**src/rtl/change_dispenser_pkg.sv**
```systemverilog
// Shared types for the change dispenser: FSM state encoding and coin selection.
// Step values are in units of 5, the resolution of the change amount.
package change_pkg;

    typedef enum logic [2:0] {
        ST_IDLE     = 3'd0,
        ST_SEL      = 3'd1,
        ST_PULSE    = 3'd2,
        ST_WAIT_ACK = 3'd3,
        ST_DONE     = 3'd4,
        ST_ERR      = 3'd5
    } state_t;

    typedef enum logic {
        COIN_5  = 1'b0,
        COIN_10 = 1'b1
    } coin_t;

    localparam logic [1:0] STEP_10 = 2'd2;
    localparam logic [1:0] STEP_5  = 2'd1;

    function automatic logic [1:0] coin_step(input coin_t c);
        return (c == COIN_10) ? STEP_10 : STEP_5;
    endfunction

endpackage

```
**src/rtl/change_dispenser_if.sv**
```systemverilog
// Bundle between the vending controller / hopper hardware (master) and the dispenser (slave).
interface change_dispenser_if #(
    parameter int AMT_W = 4
);
    // change_req is a 1-cycle strobe with change_amt valid alongside; it is only
    // accepted while busy is low, otherwise dropped. done is a 1-cycle pulse,
    // err is a level held with unpaid until err_clr. coin_sensed is a 1-cycle pulse.
    logic             change_req;
    logic [AMT_W-1:0] change_amt;
    logic             hop10_empty;
    logic             hop5_empty;
    logic             coin_sensed;
    logic             err_clr;
    logic             hop10_drv;
    logic             hop5_drv;
    logic             busy;
    logic             done;
    logic             err;
    logic [AMT_W-1:0] unpaid;

    modport master (
        output change_req, change_amt, hop10_empty, hop5_empty, coin_sensed, err_clr,
        input  hop10_drv, hop5_drv, busy, done, err, unpaid
    );

    modport slave (
        input  change_req, change_amt, hop10_empty, hop5_empty, coin_sensed, err_clr,
        output hop10_drv, hop5_drv, busy, done, err, unpaid
    );

endinterface

```
**src/rtl/change_dispenser_timer.sv**
```systemverilog
// Loadable up-counter with clear and terminal-count compare; one instance serves
// both the drive pulse width and the sensor timeout.
module change_timer #(
    parameter int W = 7
) (
    input  logic         clk,
    input  logic         rst_n,
    input  logic         i_clr,
    input  logic         i_en,
    input  logic         i_load,
    input  logic [W-1:0] i_load_val,
    input  logic [W-1:0] i_tc_val,
    output logic         o_tc
);

    logic [W-1:0] r_count;

    always_ff @(posedge clk or negedge rst_n) begin
        if (!rst_n) begin
            r_count <= '0;
        end else if (i_clr) begin
            r_count <= '0;
        end else if (i_load) begin
            r_count <= i_load_val;
        end else if (i_en) begin
            r_count <= r_count + 1'b1;
        end
    end

    assign o_tc = (r_count == i_tc_val);

endmodule

```
**src/rtl/change_dispenser.sv**
```systemverilog
// Change dispenser: pays a requested amount with 10- and 5-unit hoppers,
// one coin at a time, waiting for the exit sensor between coins.
module change_dispenser
    import change_pkg::*;
#(
    parameter int AMT_W       = 4,
    parameter int PULSE_CYC   = 4,
    parameter int TIMEOUT_CYC = 64
) (
    input  logic               clk,
    input  logic               rst_n,
    change_dispenser_if.slave  if_bus,
    output state_t             o_dbg_state
);

    localparam int TMAX = (PULSE_CYC > TIMEOUT_CYC) ? PULSE_CYC : TIMEOUT_CYC;
    localparam int TW   = $clog2(TMAX + 1);

    state_t           r_state, w_state_nxt;
    coin_t            r_coin, w_coin_nxt;
    logic [AMT_W-1:0] r_remain, w_remain_nxt;
    logic             r_sensed, w_sensed_nxt;
    logic             r_hop10_drv, r_hop5_drv, r_busy, r_done, r_err;
    logic [AMT_W-1:0] r_unpaid;
    logic             w_tmr_clr, w_tmr_en, w_tmr_tc;
    logic [TW-1:0]    w_tc_val;
    logic [AMT_W-1:0] w_step;

    assign w_step   = AMT_W'(coin_step(r_coin));
    assign w_tc_val = (r_state == ST_PULSE) ? TW'(PULSE_CYC - 1) : TW'(TIMEOUT_CYC - 1);

    change_timer #(.W(TW)) u_timer (
        .clk        (clk),
        .rst_n      (rst_n),
        .i_clr      (w_tmr_clr),
        .i_en       (w_tmr_en),
        .i_load     (1'b0),
        .i_load_val ('0),
        .i_tc_val   (w_tc_val),
        .o_tc       (w_tmr_tc)
    );

    always_ff @(posedge clk or negedge rst_n) begin
        if (!rst_n) begin
            r_state <= ST_IDLE;
        end else begin
            r_state <= w_state_nxt;
        end
    end

    always_comb begin
        w_state_nxt  = r_state;
        w_remain_nxt = r_remain;
        w_coin_nxt   = r_coin;
        w_sensed_nxt = r_sensed;
        w_tmr_clr    = 1'b0;
        w_tmr_en     = 1'b0;
        unique case (r_state)
            ST_IDLE: begin
                if (if_bus.change_req) begin
                    if (if_bus.change_amt != '0) begin
                        w_remain_nxt = if_bus.change_amt;
                        w_state_nxt  = ST_SEL;
                    end else begin
                        w_state_nxt  = ST_DONE;
                    end
                end
            end
            ST_SEL: begin
                w_sensed_nxt = 1'b0;
                w_tmr_clr    = 1'b1;
                if (r_remain == '0) begin
                    w_state_nxt = ST_DONE;
                end else if (r_remain >= AMT_W'(STEP_10) && !if_bus.hop10_empty) begin
                    w_coin_nxt  = COIN_10;
                    w_state_nxt = ST_PULSE;
                end else if (!if_bus.hop5_empty) begin
                    w_coin_nxt  = COIN_5;
                    w_state_nxt = ST_PULSE;
                end else begin
                    w_state_nxt = ST_ERR;
                end
            end
            ST_PULSE: begin
                w_tmr_en = 1'b1;
                // An early sensor echo is credited once; the pulse still runs to full width.
                if (if_bus.coin_sensed && !r_sensed) begin
                    w_remain_nxt = r_remain - w_step;
                    w_sensed_nxt = 1'b1;
                end
                if (w_tmr_tc) begin
                    w_tmr_clr   = 1'b1;
                    w_state_nxt = (r_sensed || if_bus.coin_sensed) ? ST_SEL : ST_WAIT_ACK;
                end
            end
            ST_WAIT_ACK: begin
                w_tmr_en = 1'b1;
                if (if_bus.coin_sensed) begin
                    w_remain_nxt = r_remain - w_step;
                    w_state_nxt  = ST_SEL;
                end else if (w_tmr_tc) begin
                    w_state_nxt  = ST_ERR;
                end
            end
            ST_DONE: begin
                w_state_nxt = ST_IDLE;
            end
            ST_ERR: begin
                if (if_bus.err_clr) begin
                    w_remain_nxt = '0;
                    w_state_nxt  = ST_IDLE;
                end
            end
            default: begin
                w_state_nxt = ST_IDLE;
            end
        endcase
    end

    // Outputs are registered from the next-state decode so they track the state exactly.
    always_ff @(posedge clk or negedge rst_n) begin
        if (!rst_n) begin
            r_remain    <= '0;
            r_coin      <= COIN_5;
            r_sensed    <= 1'b0;
            r_hop10_drv <= 1'b0;
            r_hop5_drv  <= 1'b0;
            r_busy      <= 1'b0;
            r_done      <= 1'b0;
            r_err       <= 1'b0;
            r_unpaid    <= '0;
        end else begin
            r_remain    <= w_remain_nxt;
            r_coin      <= w_coin_nxt;
            r_sensed    <= w_sensed_nxt;
            r_hop10_drv <= (w_state_nxt == ST_PULSE) && (w_coin_nxt == COIN_10);
            r_hop5_drv  <= (w_state_nxt == ST_PULSE) && (w_coin_nxt == COIN_5);
            r_busy      <= (w_state_nxt != ST_IDLE);
            r_done      <= (w_state_nxt == ST_DONE);
            r_err       <= (w_state_nxt == ST_ERR);
            r_unpaid    <= (w_state_nxt == ST_ERR) ? w_remain_nxt : '0;
        end
    end

    assign if_bus.hop10_drv = r_hop10_drv;
    assign if_bus.hop5_drv  = r_hop5_drv;
    assign if_bus.busy      = r_busy;
    assign if_bus.done      = r_done;
    assign if_bus.err       = r_err;
    assign if_bus.unpaid    = r_unpaid;
    assign o_dbg_state      = r_state;

endmodule

```
**src/flat_wrapper.sv**
```systemverilog
// flat-port wrapper written by rule: the top's interface ports become plain ports
module change_dispenser_flat import change_pkg::*;
#(
    parameter int AMT_W       = 4,
    parameter int PULSE_CYC   = 4,
    parameter int TIMEOUT_CYC = 64
)
  (clk, rst_n, o_dbg_state, if_bus_change_req, if_bus_change_amt, if_bus_hop10_empty, if_bus_hop5_empty, if_bus_coin_sensed, if_bus_err_clr, if_bus_hop10_drv, if_bus_hop5_drv, if_bus_busy, if_bus_done, if_bus_err, if_bus_unpaid);
  change_dispenser_if #(.AMT_W(AMT_W)) if_bus_i ();
  input  logic clk;
  input  logic rst_n;
  output state_t o_dbg_state;
  input wire logic [$bits(if_bus_i.change_req)-1:0] if_bus_change_req;
  input wire logic [$bits(if_bus_i.change_amt)-1:0] if_bus_change_amt;
  input wire logic [$bits(if_bus_i.hop10_empty)-1:0] if_bus_hop10_empty;
  input wire logic [$bits(if_bus_i.hop5_empty)-1:0] if_bus_hop5_empty;
  input wire logic [$bits(if_bus_i.coin_sensed)-1:0] if_bus_coin_sensed;
  input wire logic [$bits(if_bus_i.err_clr)-1:0] if_bus_err_clr;
  output wire logic [$bits(if_bus_i.hop10_drv)-1:0] if_bus_hop10_drv;
  output wire logic [$bits(if_bus_i.hop5_drv)-1:0] if_bus_hop5_drv;
  output wire logic [$bits(if_bus_i.busy)-1:0] if_bus_busy;
  output wire logic [$bits(if_bus_i.done)-1:0] if_bus_done;
  output wire logic [$bits(if_bus_i.err)-1:0] if_bus_err;
  output wire logic [$bits(if_bus_i.unpaid)-1:0] if_bus_unpaid;
  assign if_bus_i.change_req = if_bus_change_req;
  assign if_bus_i.change_amt = if_bus_change_amt;
  assign if_bus_i.hop10_empty = if_bus_hop10_empty;
  assign if_bus_i.hop5_empty = if_bus_hop5_empty;
  assign if_bus_i.coin_sensed = if_bus_coin_sensed;
  assign if_bus_i.err_clr = if_bus_err_clr;
  assign if_bus_hop10_drv = if_bus_i.hop10_drv;
  assign if_bus_hop5_drv = if_bus_i.hop5_drv;
  assign if_bus_busy = if_bus_i.busy;
  assign if_bus_done = if_bus_i.done;
  assign if_bus_err = if_bus_i.err;
  assign if_bus_unpaid = if_bus_i.unpaid;
  change_dispenser #(.AMT_W(AMT_W), .PULSE_CYC(PULSE_CYC), .TIMEOUT_CYC(TIMEOUT_CYC)) u_core (.clk(clk), .rst_n(rst_n), .if_bus(if_bus_i), .o_dbg_state(o_dbg_state));
endmodule
```
**config.mk**
```make
export PLATFORM = sky130hd
export DESIGN_NAME = change_dispenser_flat
export DESIGN_NICKNAME = d
export VERILOG_FILES = /design/src/rtl/change_dispenser_pkg.sv /design/src/rtl/change_dispenser_if.sv /design/src/rtl/change_dispenser_timer.sv /design/src/rtl/change_dispenser.sv /design/src/flat_wrapper.sv
export SDC_FILE = /design/constraint.sdc
export NUM_CORES = 1
export LEC_CHECK = 0
export CAP_MARGIN = 10
export CORE_MARGIN = 5
export CORE_UTILIZATION = 55
export DETAILED_ROUTE_END_ITERATION = 8
export MAX_ROUTING_LAYER = met4
export PLACE_DENSITY = 0.82
export SYNTH_ARGS = -nofsm -noshare
export SYNTH_HDL_FRONTEND = slang
export SYNTH_SLANG_ARGS = --single-unit
```
**constraint.sdc**
```tcl
create_clock -name clk -period 3.8 [get_ports clk]
set_input_delay 0.38 -clock clk [delete_from_list [all_inputs] [get_ports clk]]
set_output_delay 0.38 -clock clk [all_outputs]
set_load 0.02 [all_outputs]
```
==> results.json <==
{
  "outcome": "finished clean",
  "synth_top_family_by_area": "simple AND/OR/NAND/NOR gates",
  "synth_fa_ha_area_share_pct": 4.167,
  "yosys.cell_types.count": 48,
  "dr.first_iter.drc_count": 31,
  "first_pass_iters": 4,
  "antenna_found_initial": 0,
  "critPathMaxFanout": 13,
  "max_freq_mhz": 501.2,
  "clock_latency_ns": 0.32,
  "crit_family": "buffers and inverters",
  "h-tree-depth": 1,
  "hold_buffers": 0,
  "cpPeakStageDelay_ns": 0.69,
  "drc_errors": 0,
  "worst_pin_slew_ns": 0.5003,
  "grt_use_met2_pct": 30.56,
  "dp_hpwl_um": 2123,
  "cap_violations": 0,
  "die_h_um": 60.12,
  "slowest_stage": "clkdlybuf4s50_1",
  "synth_compound_area_share_pct": 14.76,
  "areaGrowthSynthToFinish_pct": 19.56,
  "tns_ns": 0,
  "syn_area_per_cell_sq_um": 10.01,
  "total_power_mw": 1.192,
  "post_cts_resized": 0,
  "critPathBufInv": 1,
  "hp-class": "input port to asynchronous set/reset pin",
  "critical_path_class": "flop to output port",
  "finalMaxSlewViolations": 0,
  "overflow": 0,
  "core_sq_um": 2432,
  "slew-limit-headroom_pct": 66.65,
  "ctsRootBufferMaster": "clkbuf_4",
  "drive_gt1_share_pct": 8.125,
  "gr-usage-all-layers_pct": 17.69,
  "use_met1_pct": 20.74,
  "finalCriticalPeriod_ns": 1.995,
  "crit_cells": 1,
  "r2r_cells": 5,
  "clock_sinks": 25,
  "synth-xor-area-share_pct": 3.804,
  "end_kind": "output port",
  "grt_pass1_vias": 1081,
  "grt_pass1_wl_um": 4643,
  "drt_wl_total_um": 2807,
  "start_util_pct": 56.79,
  "dieWidth_um": 60.12,
  "cts_setup_buffers": 0,
  "rows": 18,
  "reg2reg_from": "u_core.o_dbg_state[1]",
  "seq_area_frac_synth_pct": 45.29,
  "ant_nets": 0,
  "gp_congestion": 0.9003,
  "vdd_drop_max_uv": 424.6,
  "p_leak_nw": 0.7263,
  "cp.arrival_ns": 1.62,
  "cts_buffer_depth": 2,
  "ys_seq_elements": 25,
  "port_buffers": 22,
  "synth_area_sq_um": 1381,
  "final_nets": 176,
  "worstSetupStartpoint": "u_core.o_dbg_state[0]",
  "avgViaCountPerCell": 5.832,
  "required_ns": 3.42,
  "startpoint_type": "flop",
  "yosys.area_share.simple_pct": 25.72,
  "rsz0062_at_grt": "no",
  "finalCritPeriodShare_pct": 52.51,
  "die_area_sq_um": 3614,
  "groute.layer.met3.usage_pct": 2.160,
  "cts_buffers": 3,
  "pin_count": 23,
  "finClkSkew_ns": 0.01301,
  "grt_start_max_net_pins": 26,
  "synth_mux_area_share_pct": 0.7246,
  "setup_viol": 0,
  "yosysWarnings": 0,
  "dr_total_vias": 1108,
  "crit_chain": "clkdlybuf4s50_1",
  "clkSlewWorstSetupHoldPaths_ns": 0.14,
  "top_usage_layer": "met2",
  "final-hold-violation-count": 0,
  "synthCells": 138,
  "p_per_area_nw_per_um2": 721.5,
  "cts_tree": "built",
  "synthesis.nets": 153,
  "wl_per_cell_um": 14.77,
  "antenna_cells": 0
}
[cells in the final DEF, fill, tap and decap left out, types with 2 or more instances in the layout]
cell	n
ha_1	3
nand2b_1	4
dfrtp_1	25
a21oi_1	7
and2_1	3
clkbuf_4	3
nand3_1	7
inv_1	10
o211ai_1	2
nor2b_1	3
xor2_1	2
nor3b_1	3
clkdlybuf4s50_1	22
xnor2_1	4
or2_1	2
nor3_1	3
nand2_1	10
nor2_1	12
nor4_1	3
o21ai_0	4
[synth_stat cells (all sizes together)]
cell type	count	area, sq um
a31o	1	8.760
mux2i	1	10.01
a222oi	1	10.01
fa	1	20.02
nor2b	4	32.53
o221ai	1	15.01
o21ai	4	20.02
a31oi	1	6.260
o22ai	1	6.260
nor4bb	1	10.01
o32ai	1	8.760
nand3	7	35.03
or4	1	11.26
ha	3	37.54
nand2b	4	25.02
or2	2	12.51
and2b	1	7.510
xor2	2	17.52
o211ai	2	15.01
buf	4	35.03
a21boi	1	11.26
and4b	1	10.01
o311ai	1	8.760
inv	10	37.54
dfrtp	25	625.6
or3	1	6.260
nor2	12	45.04
nor4	3	18.77
a21oi	8	43.79
o21bai	1	7.510
and2	3	18.77
xnor2	4	35.03
a221oi	2	23.77
o31a	1	8.760
or3b	1	8.760
a221o	1	10.01
nor4b	2	32.53
clkbuf	1	3.750
nand2	10	37.54
and3	1	6.260
nor3b	3	22.52
nor3	3	15.01
[worst paths after layout]
path | end | slack (ns)
worst max register to register | u_core.if_bus.unpaid[0] | 1.81
max in group asynchronous | u_core.u_timer.r_count[0] | 3.13
min in group clk | u_core.u_timer.r_count[6] | 0.57
worst min register to register | u_core.u_timer.r_count[6] | 0.57
worst max-delay path | o_dbg_state[0] | 1.80
worst min-delay path | u_core.if_bus.err | 0.25
[final cells by class]
class | count | area [sq um]
fillers | 211 | 780.7
well taps | 30 | 37.54
inverters | 10 | 37.54
clock buffers | 4 | 26.28
repair buffers | 23 | 245.2
flip-flops and latches | 25 | 625.6
multi-input cells | 98 | 679.4
[registers in the layout, summed over array words and instances, names as in the netlist]
signal                   count
u_core.u_timer.r_count       7
u_core.if_bus.unpaid         4
u_core.r_remain              4
u_core.o_dbg_state           3
u_core.if_bus.busy           1
u_core.if_bus.done           1
u_core.if_bus.err            1
u_core.if_bus.hop10_drv      1
u_core.if_bus.hop5_drv       1
u_core.r_coin                1
u_core.r_sensed              1
[cells by family after synthesis]
group	count (synthesis)
and+or+nand+nor	60
muxes	1
xor gates and xnor gates	6
AOI/OAI and AO/OA	27
buffers and inverters	15
DFF	25
adders and majority gates	4
[power by group]
| group | internal [mW] | switching (mW) | total [mW] |
|---|---|---|---|
| Sequential | 0.353 | 0.112 | 0.465 |
| Clock | 0.0411 | 0.0766 | 0.118 |
| Combinational | 0.280 | 0.330 | 0.609 |
[through the flow]
stage	instance area, sq um	std cells	utilization [%]	hold WS (ns)	setup WS [ns]
after detailed placement	1600	185	65.79	0.5484	1.488
final	1652	190	67.90	0.2474	1.805
after floorplan	1381	138	-	0.08441	1.909
after global routing	1652	190	67.90	0.2528	1.689
after CTS	1627	189	66.87	0.5730	1.791
after global placement	1600	185	65.79	0.5375	1.554
[layer usage]
metal	vias up	wire length (um)
met5	-	0
met4	0	46
met3	5	137
met2	37	1379
met1	535	1244
li1	531	-
Power figures use the tool's default switching activity.
